<file path="src/rtl/bpsk_pkg.sv">
`default_nettype none
// +------------------------------------------------------------------+
// | bpsk_pkg - shared BPSK widths, sine table, FSM states            |
// | Rev 1.0                                                          |
// +------------------------------------------------------------------+
package bpsk_pkg;

  localparam int DATA_WIDTH        = 12;
  localparam int SINE_RESOLUTION   = 6;
  localparam int CYCLES_PER_SYMBOL = 4;
  localparam int CARRIER_PERIOD    = 2 * SINE_RESOLUTION;
  localparam int N                 = CARRIER_PERIOD * CYCLES_PER_SYMBOL;
  localparam int PHASE_WIDTH       = $clog2(N);
  localparam int CARRIER_WIDTH     = $clog2(CARRIER_PERIOD);
  localparam int TABLE_IDX_WIDTH   = $clog2(SINE_RESOLUTION);
  localparam int PROD_WIDTH        = 2 * DATA_WIDTH;
  localparam int ACC_WIDTH         = PROD_WIDTH + $clog2(N);

  typedef logic signed [DATA_WIDTH-1:0] sample_t;

  // Positive half-cycle of the carrier; the transmitter reads the same table.
  localparam sample_t SINE_TABLE [SINE_RESOLUTION] = '{
    sample_t'(0), sample_t'(1023), sample_t'(1772),
    sample_t'(2047), sample_t'(1772), sample_t'(1023)
  };

  typedef enum logic [0:0] {
    IDLE      = 1'b0,
    INTEGRATE = 1'b1
  } state_t;

  function automatic sample_t sine_ref(input logic [CARRIER_WIDTH-1:0] p);
    logic [CARRIER_WIDTH-1:0] q;
    sample_t r;
    if (p < CARRIER_WIDTH'(SINE_RESOLUTION)) begin
      r = SINE_TABLE[TABLE_IDX_WIDTH'(p)];
    end else begin
      q = p - CARRIER_WIDTH'(SINE_RESOLUTION);
      r = -SINE_TABLE[TABLE_IDX_WIDTH'(q)];
    end
    return r;
  endfunction

endpackage
`default_nettype wire

</file>
<file path="src/rtl/bpsk_demodulator_if.sv">
`default_nettype none
// +------------------------------------------------------------------+
// | bpsk_demodulator_if - sample input and bit output handshake      |
// | Rev 1.0                                                          |
// +------------------------------------------------------------------+
interface bpsk_demodulator_if;
  import bpsk_pkg::*;

  logic    sync;
  logic    sample_valid;
  sample_t sample;
  logic    bit_valid;
  logic    bit_ready;
  logic    bit_out;
  logic    overrun;
  logic    locked;

  modport master (
    output sync, sample_valid, sample, bit_ready,
    input  bit_valid, bit_out, overrun, locked
  );

  modport slave (
    input  sync, sample_valid, sample, bit_ready,
    output bit_valid, bit_out, overrun, locked
  );

endinterface
`default_nettype wire

</file>
<file path="src/rtl/bpsk_integrator.sv">
`default_nettype none
// +------------------------------------------------------------------+
// | bpsk_integrator - phase counter, reference MAC, symbol dump      |
// | Rev 1.0                                                          |
// +------------------------------------------------------------------+
module bpsk_integrator
  import bpsk_pkg::*;
(
  input  wire logic    clk,
  input  wire logic    rst_n,
  input  wire logic    restart,
  input  wire logic    integrate,
  input  wire logic    sample_valid,
  input  wire sample_t sample,
  output logic         decision_valid,
  output logic         decision
);

  logic        [PHASE_WIDTH-1:0]   phase;
  logic        [CARRIER_WIDTH-1:0] carrier;
  logic signed [ACC_WIDTH-1:0]     acc;

  logic        [CARRIER_WIDTH-1:0] carrier_sel;
  logic        [CARRIER_WIDTH-1:0] carrier_next;
  logic signed [PROD_WIDTH-1:0]    prod;
  logic signed [ACC_WIDTH-1:0]     sum;
  logic                            last;

  // A restart sample is always taken as phase 0, whatever the counters hold.
  always_comb begin
    carrier_sel    = restart ? '0 : carrier;
    carrier_next   = (carrier_sel == CARRIER_WIDTH'(CARRIER_PERIOD - 1))
                     ? '0 : carrier_sel + 1'b1;
    prod           = PROD_WIDTH'(sample) * PROD_WIDTH'(sine_ref(carrier_sel));
    sum            = acc + ACC_WIDTH'(prod);
    last           = (phase == PHASE_WIDTH'(N - 1));
    decision_valid = integrate && sample_valid && !restart && last;
    decision       = !sum[ACC_WIDTH-1];
  end

  always_ff @(posedge clk or negedge rst_n) begin
    if (!rst_n) begin
      phase   <= '0;
      carrier <= '0;
      acc     <= '0;
    end else if (restart) begin
      phase   <= sample_valid ? PHASE_WIDTH'(1) : '0;
      carrier <= sample_valid ? carrier_next : '0;
      acc     <= sample_valid ? ACC_WIDTH'(prod) : '0;
    end else if (integrate && sample_valid) begin
      carrier <= carrier_next;
      if (last) begin
        phase <= '0;
        acc   <= '0;
      end else begin
        phase <= phase + 1'b1;
        acc   <= sum;
      end
    end
  end

endmodule
`default_nettype wire

</file>
<file path="src/rtl/bpsk_demodulator.sv">
`default_nettype none
// +------------------------------------------------------------------+
// | bpsk_demodulator - coherent BPSK receiver, one bit per symbol    |
// | Rev 1.0                                                          |
// +------------------------------------------------------------------+
module bpsk_demodulator
  import bpsk_pkg::*;
(
  input  wire logic           clk,
  input  wire logic           rst_n,
  bpsk_demodulator_if.slave   bus
);

  state_t state;
  state_t next_state;
  logic   locked;
  logic   decision_valid;
  logic   decision;
  logic   held_valid;
  logic   held_bit;
  logic   overrun_flag;

  bpsk_integrator u_integrator (
    .clk            (clk),
    .rst_n          (rst_n),
    .restart        (bus.sync),
    .integrate      (locked),
    .sample_valid   (bus.sample_valid),
    .sample         (bus.sample),
    .decision_valid (decision_valid),
    .decision       (decision)
  );

  always_ff @(posedge clk or negedge rst_n) begin
    if (!rst_n) state <= IDLE;
    else        state <= next_state;
  end

  always_comb begin
    next_state = state;
    case (state)
      IDLE:      if (bus.sync) next_state = INTEGRATE;
      INTEGRATE: next_state = INTEGRATE;
      default:   next_state = IDLE;
    endcase
  end

  always_comb begin
    locked = (state == INTEGRATE);
  end

  // A full holding register with no taker drops the new decision, not the old one.
  always_ff @(posedge clk or negedge rst_n) begin
    if (!rst_n) begin
      held_valid   <= 1'b0;
      held_bit     <= 1'b0;
      overrun_flag <= 1'b0;
    end else begin
      if (decision_valid) begin
        if (!held_valid || bus.bit_ready) begin
          held_valid <= 1'b1;
          held_bit   <= decision;
        end else begin
          overrun_flag <= 1'b1;
        end
      end else if (held_valid && bus.bit_ready) begin
        held_valid <= 1'b0;
      end
      if (bus.sync) overrun_flag <= 1'b0;
    end
  end

  assign bus.bit_valid = held_valid;
  assign bus.bit_out   = held_bit;
  assign bus.overrun   = overrun_flag;
  assign bus.locked    = locked;

endmodule
`default_nettype wire

</file>
<file path="src/flat_wrapper.sv">
// flat-port wrapper written by rule: the top's interface ports become plain ports
module bpsk_demodulator_flat import bpsk_pkg::*;
  (clk, rst_n, bus_sync, bus_sample_valid, bus_sample, bus_bit_ready, bus_bit_valid, bus_bit_out, bus_overrun, bus_locked);
  bpsk_demodulator_if bus_i ();
  input  wire logic clk;
  input  wire logic rst_n;
  input wire logic [$bits(bus_i.sync)-1:0] bus_sync;
  input wire logic [$bits(bus_i.sample_valid)-1:0] bus_sample_valid;
  input wire logic [$bits(bus_i.sample)-1:0] bus_sample;
  input wire logic [$bits(bus_i.bit_ready)-1:0] bus_bit_ready;
  output wire logic [$bits(bus_i.bit_valid)-1:0] bus_bit_valid;
  output wire logic [$bits(bus_i.bit_out)-1:0] bus_bit_out;
  output wire logic [$bits(bus_i.overrun)-1:0] bus_overrun;
  output wire logic [$bits(bus_i.locked)-1:0] bus_locked;
  assign bus_i.sync = bus_sync;
  assign bus_i.sample_valid = bus_sample_valid;
  assign bus_i.sample = bus_sample;
  assign bus_i.bit_ready = bus_bit_ready;
  assign bus_bit_valid = bus_i.bit_valid;
  assign bus_bit_out = bus_i.bit_out;
  assign bus_overrun = bus_i.overrun;
  assign bus_locked = bus_i.locked;
  bpsk_demodulator u_core (.clk(clk), .rst_n(rst_n), .bus(bus_i));
endmodule
</file>
<file path="config.mk">
export PLATFORM = sky130hd
export DESIGN_NAME = bpsk_demodulator_flat
export DESIGN_NICKNAME = d
export VERILOG_FILES = /design/src/rtl/bpsk_pkg.sv /design/src/rtl/bpsk_demodulator_if.sv /design/src/rtl/bpsk_integrator.sv /design/src/rtl/bpsk_demodulator.sv /design/src/flat_wrapper.sv
export SDC_FILE = /design/constraint.sdc
export NUM_CORES = 1
export LEC_CHECK = 0
export CELL_PAD_IN_SITES_DETAIL_PLACEMENT = 0
export CELL_PAD_IN_SITES_GLOBAL_PLACEMENT = 2
export CORE_UTILIZATION = 44
export DETAILED_ROUTE_END_ITERATION = 10
export PLACE_DENSITY_LB_ADDON = 0.05
export SETUP_SLACK_MARGIN = 0.2
export SYNTH_ARGS = -nofsm -noshare
export SYNTH_HDL_FRONTEND = slang
export SYNTH_SLANG_ARGS = --single-unit
</file>
<file path="constraint.sdc">
create_clock -name clk -period 17.1 [get_ports clk]
set_input_delay 3.42 -clock clk [delete_from_list [all_inputs] [get_ports clk]]
set_output_delay 3.42 -clock clk [all_outputs]
set_load 0.02 [all_outputs]
</file>
# ---- Word level (Yosys, flattened, before mapping)
# Memory sizes are Yosys's and may differ from the RTL's.
# Cells that the tools add are included.
dict set report word_totals {
  regBits 44
  romBits 192
  inputBits 17
  out_inout_bits 4
  wordCells 65
  n_memories 2
}
dict set report classes {
  addsub 5
  multipliers 1
  magnitude_cmp 3
  eq_ne 4
  n_mux 26
  n_bitwise 3
  n_reduce_logical 14
}
# name words width rd rd_ports_with_merged_regs write_ports line_no
set memory_table {}
lappend memory_table {{(no name shown)} 8 12 1 0 0 bpsk_pkg.sv:39} ;# r = -SINE_TABLE[TABLE_IDX_WIDTH'(q)];
lappend memory_table {{(no name shown)} 8 12 1 0 0 bpsk_pkg.sv:36} ;# r = SINE_TABLE[TABLE_IDX_WIDTH'(p)];
# op count
set op_table {}
lappend op_table {{30-bit 2-to-1 mux} 4}
lappend op_table {{12-bit 2-to-1 mux} 5}
lappend op_table {{30-bit by 24-bit adder with 30-bit output} 1}
lappend op_table {{12-bit by 12-bit multiplier with 24-bit output} 1}
lappend op_table {{4-bit 2-to-1 mux} 5}
lappend op_table {{6-bit 2-to-1 mux} 3}
lappend op_table {{12-bit negation} 1}
lappend op_table {{4-bit greater-or-equal comparator (second input constant)} 2}
lappend op_table {{1-bit 2-to-1 mux} 8}
lappend op_table {{3-bit NOT with 4-bit output} 2}
lappend op_table {{6-bit by 1-bit adder with 6-bit output (second input constant)} 1}
lappend op_table {{6-bit == test (second input constant)} 1}
lappend op_table {{2-bit AND reduction} 3}
lappend op_table {{2-bit nonzero test} 3}
lappend op_table {{4-bit by 1-bit adder with 4-bit output (second input constant)} 1}
lappend op_table {{4-bit == test (second input constant)} 1}
lappend op_table {{1-bit logical AND} 4}
lappend op_table {{4-bit by 3-bit < comparator with 1-bit output (second input constant)} 1}
lappend op_table {{2-bit inequality test (second input constant)} 2}
lappend op_table {{1-bit zero test} 3}
lappend op_table {{3-bit subtractor (second input constant)} 1}
lappend op_table {{1-bit case mux with 2 select lines} 1}
lappend op_table {{1-bit logical OR} 1}
lappend op_table {{1-bit NOT} 1}

# ---- Longest topological paths before layout
# Gate-level depths: netlist (run 1).
dict set report logic_depth {
  depth_word 13
  mapped_depth 39
}

# ---- By module
# Synthesis (run 1) repeated with hierarchy kept, for this count alone.
dict set report unflattened {
  cells_unflattened 1003
  hier_area_um2 8808.4
}
# mod n_inst cells_each area_per_inst_um2 seq_area_each_um2
set by_module_without_submodules {}
lappend by_module_without_submodules {bpsk_integrator 1 991 8655.8 1001.0}
lappend by_module_without_submodules {bpsk_demodulator 1 12 152.6 100.1}

# ---- Worst setup path after synthesis (run 1)
# Ideal clock, no wire load.
dict set report synth_timing {
  path_type {input to register}
  start {input port bus_sync}
  end {register u_core.u_integrator.acc[29]}
  setup_time_ns 0.134
  arrival_time_ns 11.880
  required_ns 16.966
  path_slack_ns 5.086
  path_stages 36
  n_path_buf 3
  path_cell_list {clkbuf_1 clkbuf_1 nand2b_1 nor3b_1 ha_1 nor2_1 a2111oi_0 clkbuf_1 nand2_1 fa_1 fa_1 inv_1 fa_1 inv_1 fa_1 fa_1 inv_1 ha_1 o21a_1 nor2_1 a31oi_1 a221o_1 a211oi_2 o21bai_2 a211oi_4 xnor2_1 ha_1 a21o_1 a21o_1 a21oi_1 and3_1 a211oi_1 o31a_1 a211o_1 a32oi_1 o211ai_1}
}
dict set report synth_via {
  elab_chain_cells 13
}
# item line_no
set synth_rtl {}
lappend synth_rtl {{start: declaration} flat_wrapper.sv:7} ;# input wire logic [$bits(bus_i.sync)-1:0] bus_sync;
lappend synth_rtl {{4-bit 2-to-1 mux} bpsk_integrator.sv:31} ;# carrier_sel = restart ? '0 : carrier;
lappend synth_rtl {{3-bit subtractor} bpsk_pkg.sv:38} ;# q = p - CARRIER_WIDTH'(SINE_RESOLUTION);
lappend synth_rtl {{3-bit NOT with 4-bit output (implied by the code)} bpsk_pkg.sv:39}
lappend synth_rtl {{memory read 8 x 12 bit} n/a}
lappend synth_rtl {{12-bit 2-to-1 mux (implied by the code) (2 in series)} bpsk_pkg.sv:39}
lappend synth_rtl {{12-bit negation} bpsk_pkg.sv:39}
lappend synth_rtl {{12-bit 2-to-1 mux} bpsk_pkg.sv:35} ;# if (p < CARRIER_WIDTH'(SINE_RESOLUTION)) begin
lappend synth_rtl {{12-bit by 12-bit multiplier with 24-bit output} bpsk_integrator.sv:34} ;# prod = PROD_WIDTH'(sample) * PROD_WIDTH'(sine_ref(carrier_sel));
lappend synth_rtl {{30-bit by 24-bit adder with 30-bit output} bpsk_integrator.sv:35} ;# sum = acc + ACC_WIDTH'(prod);
lappend synth_rtl {{30-bit 2-to-1 mux} bpsk_integrator.sv:52} ;# if (last) begin
lappend synth_rtl {{30-bit 2-to-1 mux} bpsk_integrator.sv:50} ;# end else if (integrate && sample_valid) begin
lappend synth_rtl {{30-bit 2-to-1 mux} bpsk_integrator.sv:46} ;# end else if (restart) begin
lappend synth_rtl {{end signal: assignment} bpsk_integrator.sv:49} ;# acc <= sample_valid ? ACC_WIDTH'(prod) : '0;
lappend synth_rtl {{end signal: assignment} bpsk_integrator.sv:57} ;# acc <= sum;
lappend synth_rtl {{end: declaration} bpsk_integrator.sv:21} ;# logic signed [ACC_WIDTH-1:0] acc;
# Parallel ways exist; a longest one is shown, timed or not. The select of a mux whose other input is x is not followed.
# A chain may end at the register's enable or synchronous reset.

# ---- Final worst setup path (run 1)
dict set report layout_timing {
  start {input port bus_sync}
  end {register u_core.u_integrator.acc[28]}
}
# The elaborated chain is that of the path after synthesis.

==> results of run 1 <==
-- how the worst max path moves through the flow --
| stage | from | endpoint | slack, ns | cells after the start |
|---|---|---|---|---|
| 4_1_cts | bus_sync | u_core.u_integrator.acc[28] | 4.08 | 32 |
| 3_3_place_gp | bus_sync | u_core.u_integrator.acc[28] | 3.82 | 32 |
| 6_report | bus_sync | u_core.u_integrator.acc[28] | 4.11 | 32 |
| 2_1_floorplan | bus_sync | u_core.u_integrator.acc[29] | 5.09 | 36 |
| 5_1_grt | bus_sync | u_core.u_integrator.acc[29] | 3.27 | 30 |
| 3_5_place_dp | bus_sync | u_core.u_integrator.acc[28] | 3.81 | 34 |
-- routing by layer --
metal / wire length (um) / GRT usage (%)
met1: 9634 / 29.56
met2: 9771 / 37.83
met3: 497 / 2.053
met4: 123 / 2.520
met5: 0 / 0
-- cell type report --
| cell class | count | area [sq um] |
|---|---|---|
| Multi-Input combinational cell | 739 | 6933 |
| Fill cell | 1983 | 10150 |
| Clock buffer | 8 | 146.4 |
| Timing Repair Buffer | 27 | 247.7 |
| Inverter | 198 | 743.2 |
| Sequential cell | 44 | 1101 |
| Tap cell | 265 | 331.6 |
-- critical path: cells and delay by family --
kind,cells,cell delay (ns)
muxes,1,0.22
buffers and inverters,3,0.89
and+or+nand+nor,10,2.46
AOI/OAI and AO/OA,10,2.72
adders and majority gates,8,3.44
-- stage by stage --
| stage | hold slack, ns | area (sq um) | worst slack, ns |
|---|---|---|---|
| finish | 0.5001 | 9503 | 4.107 |
| global route | 0.5240 | 9503 | 3.274 |
| CTS | 0.5042 | 9503 | 4.078 |
| detailed placement | 0.4900 | 9356 | 3.809 |
| global placement | 0.4760 | 9356 | 3.820 |
| floorplan | 0.4563 | 8884 | 5.086 |
-- sequential cells by signal (all words and copies together), names as in the netlist --
| name | flops |
|---|---|
| u_core.u_integrator.carrier | 4 |
| u_core.u_integrator.phase | 6 |
| u_core.bus.locked | 1 |
| u_core.u_integrator.acc | 30 |
| u_core.bus.bit_valid | 1 |
| u_core.bus.bit_out | 1 |
| u_core.bus.overrun | 1 |
-- layout by cell type (no fill, tap or decap), types with 14 or more instances in the layout --
cell type / instances
sky130_fd_sc_hd__a21o_1: 18
sky130_fd_sc_hd__a21oi_1: 41
sky130_fd_sc_hd__a221oi_1: 14
sky130_fd_sc_hd__and2_1: 43
sky130_fd_sc_hd__clkdlybuf4s50_1: 19
sky130_fd_sc_hd__dfrtp_1: 44
sky130_fd_sc_hd__fa_1: 136
sky130_fd_sc_hd__ha_1: 93
sky130_fd_sc_hd__inv_1: 198
sky130_fd_sc_hd__nand2_1: 89
sky130_fd_sc_hd__nand3_1: 18
sky130_fd_sc_hd__nor2_1: 70
sky130_fd_sc_hd__o21ai_0: 29
sky130_fd_sc_hd__xnor2_1: 31
-- cell families (layout without fill, tap and decap cells) --
group                    Yosys count  count (layout)  synth area share, %
AO/OA/AOI/OAI                    178             178                13.82
XOR/XNOR                          45              45                4.592
adder cells (fa/ha/maj)          230             230                43.86
buffers and inverters            228             233                9.662
flip-flops                        44              44                12.39
multiplexers                       4               4               0.4507
AND/OR/NAND/NOR                  282             282                15.23
==> impl_metrics.env, run 1 <==
export IMPL_route_detailed_wl_per_inst_um=15.63
export IMPL_cts_root_buf="sky130_fd_sc_hd__clkbuf_16"
export IMPL_synth_main_ff_cell="sky130_fd_sc_hd__dfrtp_1"
export IMPL_post_cts_setup_buffers=0
export IMPL_via_count=6549
export IMPL_worstSkewPairLatency_ns=0.29
export IMPL_min_from="u_core.u_integrator.acc[0]"
export IMPL_gp_congestion=0.7887
export IMPL_syn_area_sq_um=8884
export IMPL_total_number_of_yosys_warnings=0
export IMPL_cp_common_cell="sky130_fd_sc_hd__fa_1"
export IMPL_drt_iter0_drc=252
export IMPL_worst_path_largest_cell_delay_ns=0.79
export IMPL_grtUsageTotal_pct=21.57
export IMPL_drv_max_cap_violation_count=0
export IMPL_dpl_cell_count=1273
export IMPL_end_kind="flip-flop"
export IMPL_mappedNetlistNets=1257
export IMPL_initial_core_util_pct=45.20
export IMPL_antenna_found_initial=0
export IMPL_detail_route_first_pass_iterations=5
export IMPL_crit_path_max_fanout=22
export IMPL_setup_violations_final=0
export IMPL_yosys_cell_count_top_type="sky130_fd_sc_hd__inv_1"
export IMPL_timing_final_crit_period_ns=12.99
export IMPL_yosysTopAreaCell="sky130_fd_sc_hd__fa_1"
export IMPL_yosysTopAreaCellShare_pct=30.65
export IMPL_data_arrival_time_of_the_worst_path_ns=13.16
export IMPL_async_set_or_reset_flop_fraction_in_the_synthesized_netlist_pct=100.0
export IMPL_drt_wl_total_um=20030
export IMPL_number_of_unique_standard_cell_types_used_by_synthesis=64
export IMPL_cts_htree_levels=2
export IMPL_insertedDiodeCount=0
export IMPL_synth_edff_count=0
export IMPL_rsz0062_at_grt="no"
export IMPL_postCtsHoldBufs=0
export IMPL_post_synth_cell_area_avg_sq_um=8.787
export IMPL_globalRoute_totalOverflow=0
export IMPL_finish_cell_count_without_fillers=1281
export IMPL_area_growth_syn_to_fin_pct=6.972
export IMPL_detail_route_vias_per_cell=5.112
export IMPL_critical_path_required_ns=17.26
export IMPL_num_rows=51
export IMPL_crit_path_top_delay_cell="sky130_fd_sc_hd__clkdlybuf4s50_1"
export IMPL_pin_count_of_the_biggest_net_entering_global_routing=45
export IMPL_die_area_sq_um=20760
export IMPL_setup_worst_path_start_class="primary input"
export IMPL_floorplan_io_pins=21
export IMPL_grt_pass1_vias=6930
export IMPL_slew_headroom_pct=40.94
export IMPL_totalNegativeSetupSlack_ns=0
export IMPL_seq_area_frac_synth_pct=12.39
export IMPL_fraction_of_the_cycle_the_final_worst_path_needs_pct=75.98
export IMPL_tritoncts="built"
export IMPL_die_height_um=144.1
export IMPL_fmax_ghz=0.07696
export IMPL_finish_utilization_pct=48.35
export IMPL_cts_sink_count=44
export IMPL_synth_top_cells_by_count="sky130_fd_sc_hd__inv_1 (198), sky130_fd_sc_hd__fa_1 (136), sky130_fd_sc_hd__ha_1 (93), sky130_fd_sc_hd__nand2_1 (89), sky130_fd_sc_hd__nor2_1 (71)"
export IMPL_slew_violations=0
export IMPL_cts_buffers=5
export IMPL_timing_reg2reg_setup_slack_ns=7.64
export IMPL_cts_resized=0
export IMPL_grt_first_pass_wirelength_um=34760
export IMPL_final_hold_violation_count=0
export IMPL_clock_transition_at_the_register_clock_pins_on_the_worst_setup_and_hold_paths_after_cts_ns=0.07
export IMPL_hold_end="u_core.u_integrator.acc[0]"
export IMPL_core_region_area_sq_um=19650
export IMPL_reg2reg_to="u_core.u_integrator.acc[28]"
export IMPL_run_status="complete, no violations"
export IMPL_nets=1261
export IMPL_ys_seq_elements=44
export IMPL_synth_top_cells_by_area="sky130_fd_sc_hd__fa_1 (31%), sky130_fd_sc_hd__ha_1 (13%), sky130_fd_sc_hd__dfrtp_1 (12%), sky130_fd_sc_hd__inv_1 (8.4%), sky130_fd_sc_hd__nand2_1 (3.8%)"
export IMPL_timing_setup_critical_path_class="in2reg"
export IMPL_post_drt_antenna_nets=0
export IMPL_dp_hpwl_um=16260
export IMPL_hp_class="reg2reg"
export IMPL_critical_path_reg2reg_startpoint="u_core.u_integrator.carrier[0]"
export IMPL_holdPathStages=2
export IMPL_buffer_ports_inserted=20
export IMPL_rr_worst_depth=33
export IMPL_die_width_um=144.1
export IMPL_drive_above_1_share_pct=3.543
export IMPL_clock_skew_final_ns=0.003624
export IMPL_syn_instance_count=1011
export IMPL_buffer_depth_of_the_longest_clock_path=2
export IMPL_remaining_drc_errors=0
export IMPL_worst_pin_slew_ns=0.8826
Power of run 1 is not shown: default switching activity piles up to over one toggle a cycle in this logic, so the estimate is an artifact.
==> run 2, diff against run 1 <==
Settings changed: CORE_UTILIZATION 44 to 41.
Clock period 17.1 ns to 12.03 ns, I/O delays scaled along.
==> impl_metrics.env, run 2 (synthesis gave the netlist of run 1 again) <==
export IMPL_via_count=6583
export IMPL_timing_setup_critical_path_class="in2reg"
export IMPL_drt_wl_total_um=20610
export IMPL_route_detailed_wl_per_inst_um=15.92
export IMPL_run_status="complete, no violations"
export IMPL_globalRoute_totalOverflow=0
export IMPL_finish_utilization_pct=45.25
export IMPL_max_flop_register="u_core.u_integrator.acc"
export IMPL_cts_buffers=5
export IMPL_detail_route_vias_per_cell=5.083
export IMPL_setup_worst_path_start_class="primary input"
export IMPL_clock_transition_at_the_register_clock_pins_on_the_worst_setup_and_hold_paths_after_cts_ns=0.07
export IMPL_insertedDiodeCount=0
export IMPL_crit_path_max_fanout=12
export IMPL_setup_violations_final=0
export IMPL_critical_path_cell_count=35
export IMPL_timing_final_crit_period_ns=10.93
export IMPL_grt_most_used_layer="met2"
export IMPL_post_drt_antenna_nets=0
export IMPL_slew_violations=0
export IMPL_nets=1265
export IMPL_post_cts_setup_buffers=0
export IMPL_placed_area_sq_um=9399
export IMPL_data_arrival_time_of_the_worst_path_ns=11.09
export IMPL_tritoncts="built"
export IMPL_cts_sink_count=44
export IMPL_end_kind="flip-flop"
export IMPL_grt_first_pass_wirelength_um=35960
export IMPL_cts_root_buf="sky130_fd_sc_hd__clkbuf_16"
export IMPL_die_width_um=149.2
export IMPL_hp_class="reg2reg"
export IMPL_buffer_depth_of_the_longest_clock_path=2
export IMPL_grtUsageTotal_pct=20.61
export IMPL_holdPathStages=2
export IMPL_fmax_ghz=0.09152
export IMPL_grt_pass1_vias=7042
export IMPL_drt_iter0_drc=295
export IMPL_most_common_library_cell_in_the_layout_ignoring_fill_and_taps="sky130_fd_sc_hd__inv_1"
export IMPL_gr_usage_met3_pct=2.080
export IMPL_slew_headroom_pct=39.78
export IMPL_floorplan_io_pins=21
export IMPL_met1_usage_pct=29.19
export IMPL_layout_cells_most_common_list="sky130_fd_sc_hd__inv_1 (198), sky130_fd_sc_hd__fa_1 (136), sky130_fd_sc_hd__ha_1 (93)"
export IMPL_crit_path_top_delay_cell="sky130_fd_sc_hd__fa_1"
export IMPL_initial_core_util_pct=41.99
export IMPL_rr_worst_depth=30
export IMPL_detail_route_first_pass_iterations=4
export IMPL_buffer_ports_inserted=20
export IMPL_clock_skew_final_ns=0.007818
export IMPL_die_area_sq_um=22260
export IMPL_drv_max_cap_violation_count=0
export IMPL_dp_hpwl_um=16880
export IMPL_cp_common_cell="sky130_fd_sc_hd__fa_1"
export IMPL_die_height_um=149.2
export IMPL_area_growth_syn_to_fin_pct=7.746
export IMPL_fraction_of_the_cycle_the_final_worst_path_needs_pct=90.83
export IMPL_gr_usage_met2_pct=35.37
export IMPL_largestRegisters="u_core.u_integrator.acc: 30 flops, u_core.u_integrator.phase: 6 flops, u_core.u_integrator.carrier: 4 flops"
export IMPL_worstSkewPairLatency_ns=0.29
export IMPL_pin_count_of_the_biggest_net_entering_global_routing=45
export IMPL_gp_congestion=0.7681
export IMPL_worst_path_dominant_cell_family="adder cells"
export IMPL_largest_register_ff_count=30
export IMPL_drive_above_1_share_pct=4.216
export IMPL_rsz0062_at_grt="no"
export IMPL_worst_path_largest_cell_delay_ns=0.55
export IMPL_critical_path_required_ns=12.19
export IMPL_remaining_drc_errors=0
export IMPL_worst_pin_slew_ns=0.8999
export IMPL_finish_instance_area_sq_um=9572
export IMPL_totalNegativeSetupSlack_ns=0
export IMPL_final_hold_violation_count=0
export IMPL_core_region_area_sq_um=21150
export IMPL_postCtsHoldBufs=0
export IMPL_timing_reg2reg_setup_slack_ns=2.87
export IMPL_cts_htree_levels=2
export IMPL_antenna_found_initial=0
export IMPL_num_rows=53
export IMPL_worstPathBufferInverterCount=5
-- run 2: final timing paths --
kind                                                startpoint                            to
worst max-delay path                                  bus_sync   u_core.u_integrator.acc[28]
worst min-delay path               u_core.u_integrator.acc[18]   u_core.u_integrator.acc[18]
worst max register to register  u_core.u_integrator.carrier[2]   u_core.u_integrator.acc[28]
worst min register to register     u_core.u_integrator.acc[18]   u_core.u_integrator.acc[18]
max in group asynchronous                                rst_n  u_core.u_integrator.phase[1]
min in group asynchronous                                rst_n    u_core.u_integrator.acc[9]
-- run 2: layer usage --
layer  vias to the layer above  wire (um)
li1                       3284          -
met1                      3251      10170
met4                         0         65
met3                         4        387
met5                         -          0
met2                        44       9994
-- run 2: stage by stage --
| step | worst slack [ns] | std cells | hold WS, ns |
|---|---|---|---|
| floorplan | 1.030 | 1011 | 0.4563 |
| finish | 1.103 | 1295 | 0.4982 |
| CTS | 0.3422 | 1295 | 0.4993 |
| global placement | 0.1656 | 1287 | 0.4695 |
| detailed placement | 0.06909 | 1287 | 0.4833 |
| global route | 0.4110 | 1295 | 0.5197 |
-- run 2: timing repair --
action                                 CTS  global route
endpoints found under the hold margin    0             0
resized for setup                        0             4
setup endpoints to repair                0             8
-- run 2: layout make-up --
cell class                      instances  area [sq um]
Tap cell                              275         344.1
Fill cell                            2180         11580
Clock buffer                            6         128.9
Clock inverter                          2         35.03
Sequential cell                        44          1101
Inverter                              198         743.2
Timing Repair Buffer                   31         280.3
Multi-Input combinational cell        739          6939
-- run 2: worst reg2reg max path, delay by kind of cell (launching register included) --
kind                       cells  cell delay [ns]
AOI/OAI and AO/OA             10             2.72
DFF                            1             0.48
and+or+nand+nor                9             2.19
adders and majority gates      7             3.19
muxes                          2             0.38
buffers and inverters          2             0.11
Power of run 2 is left out for the same reason.
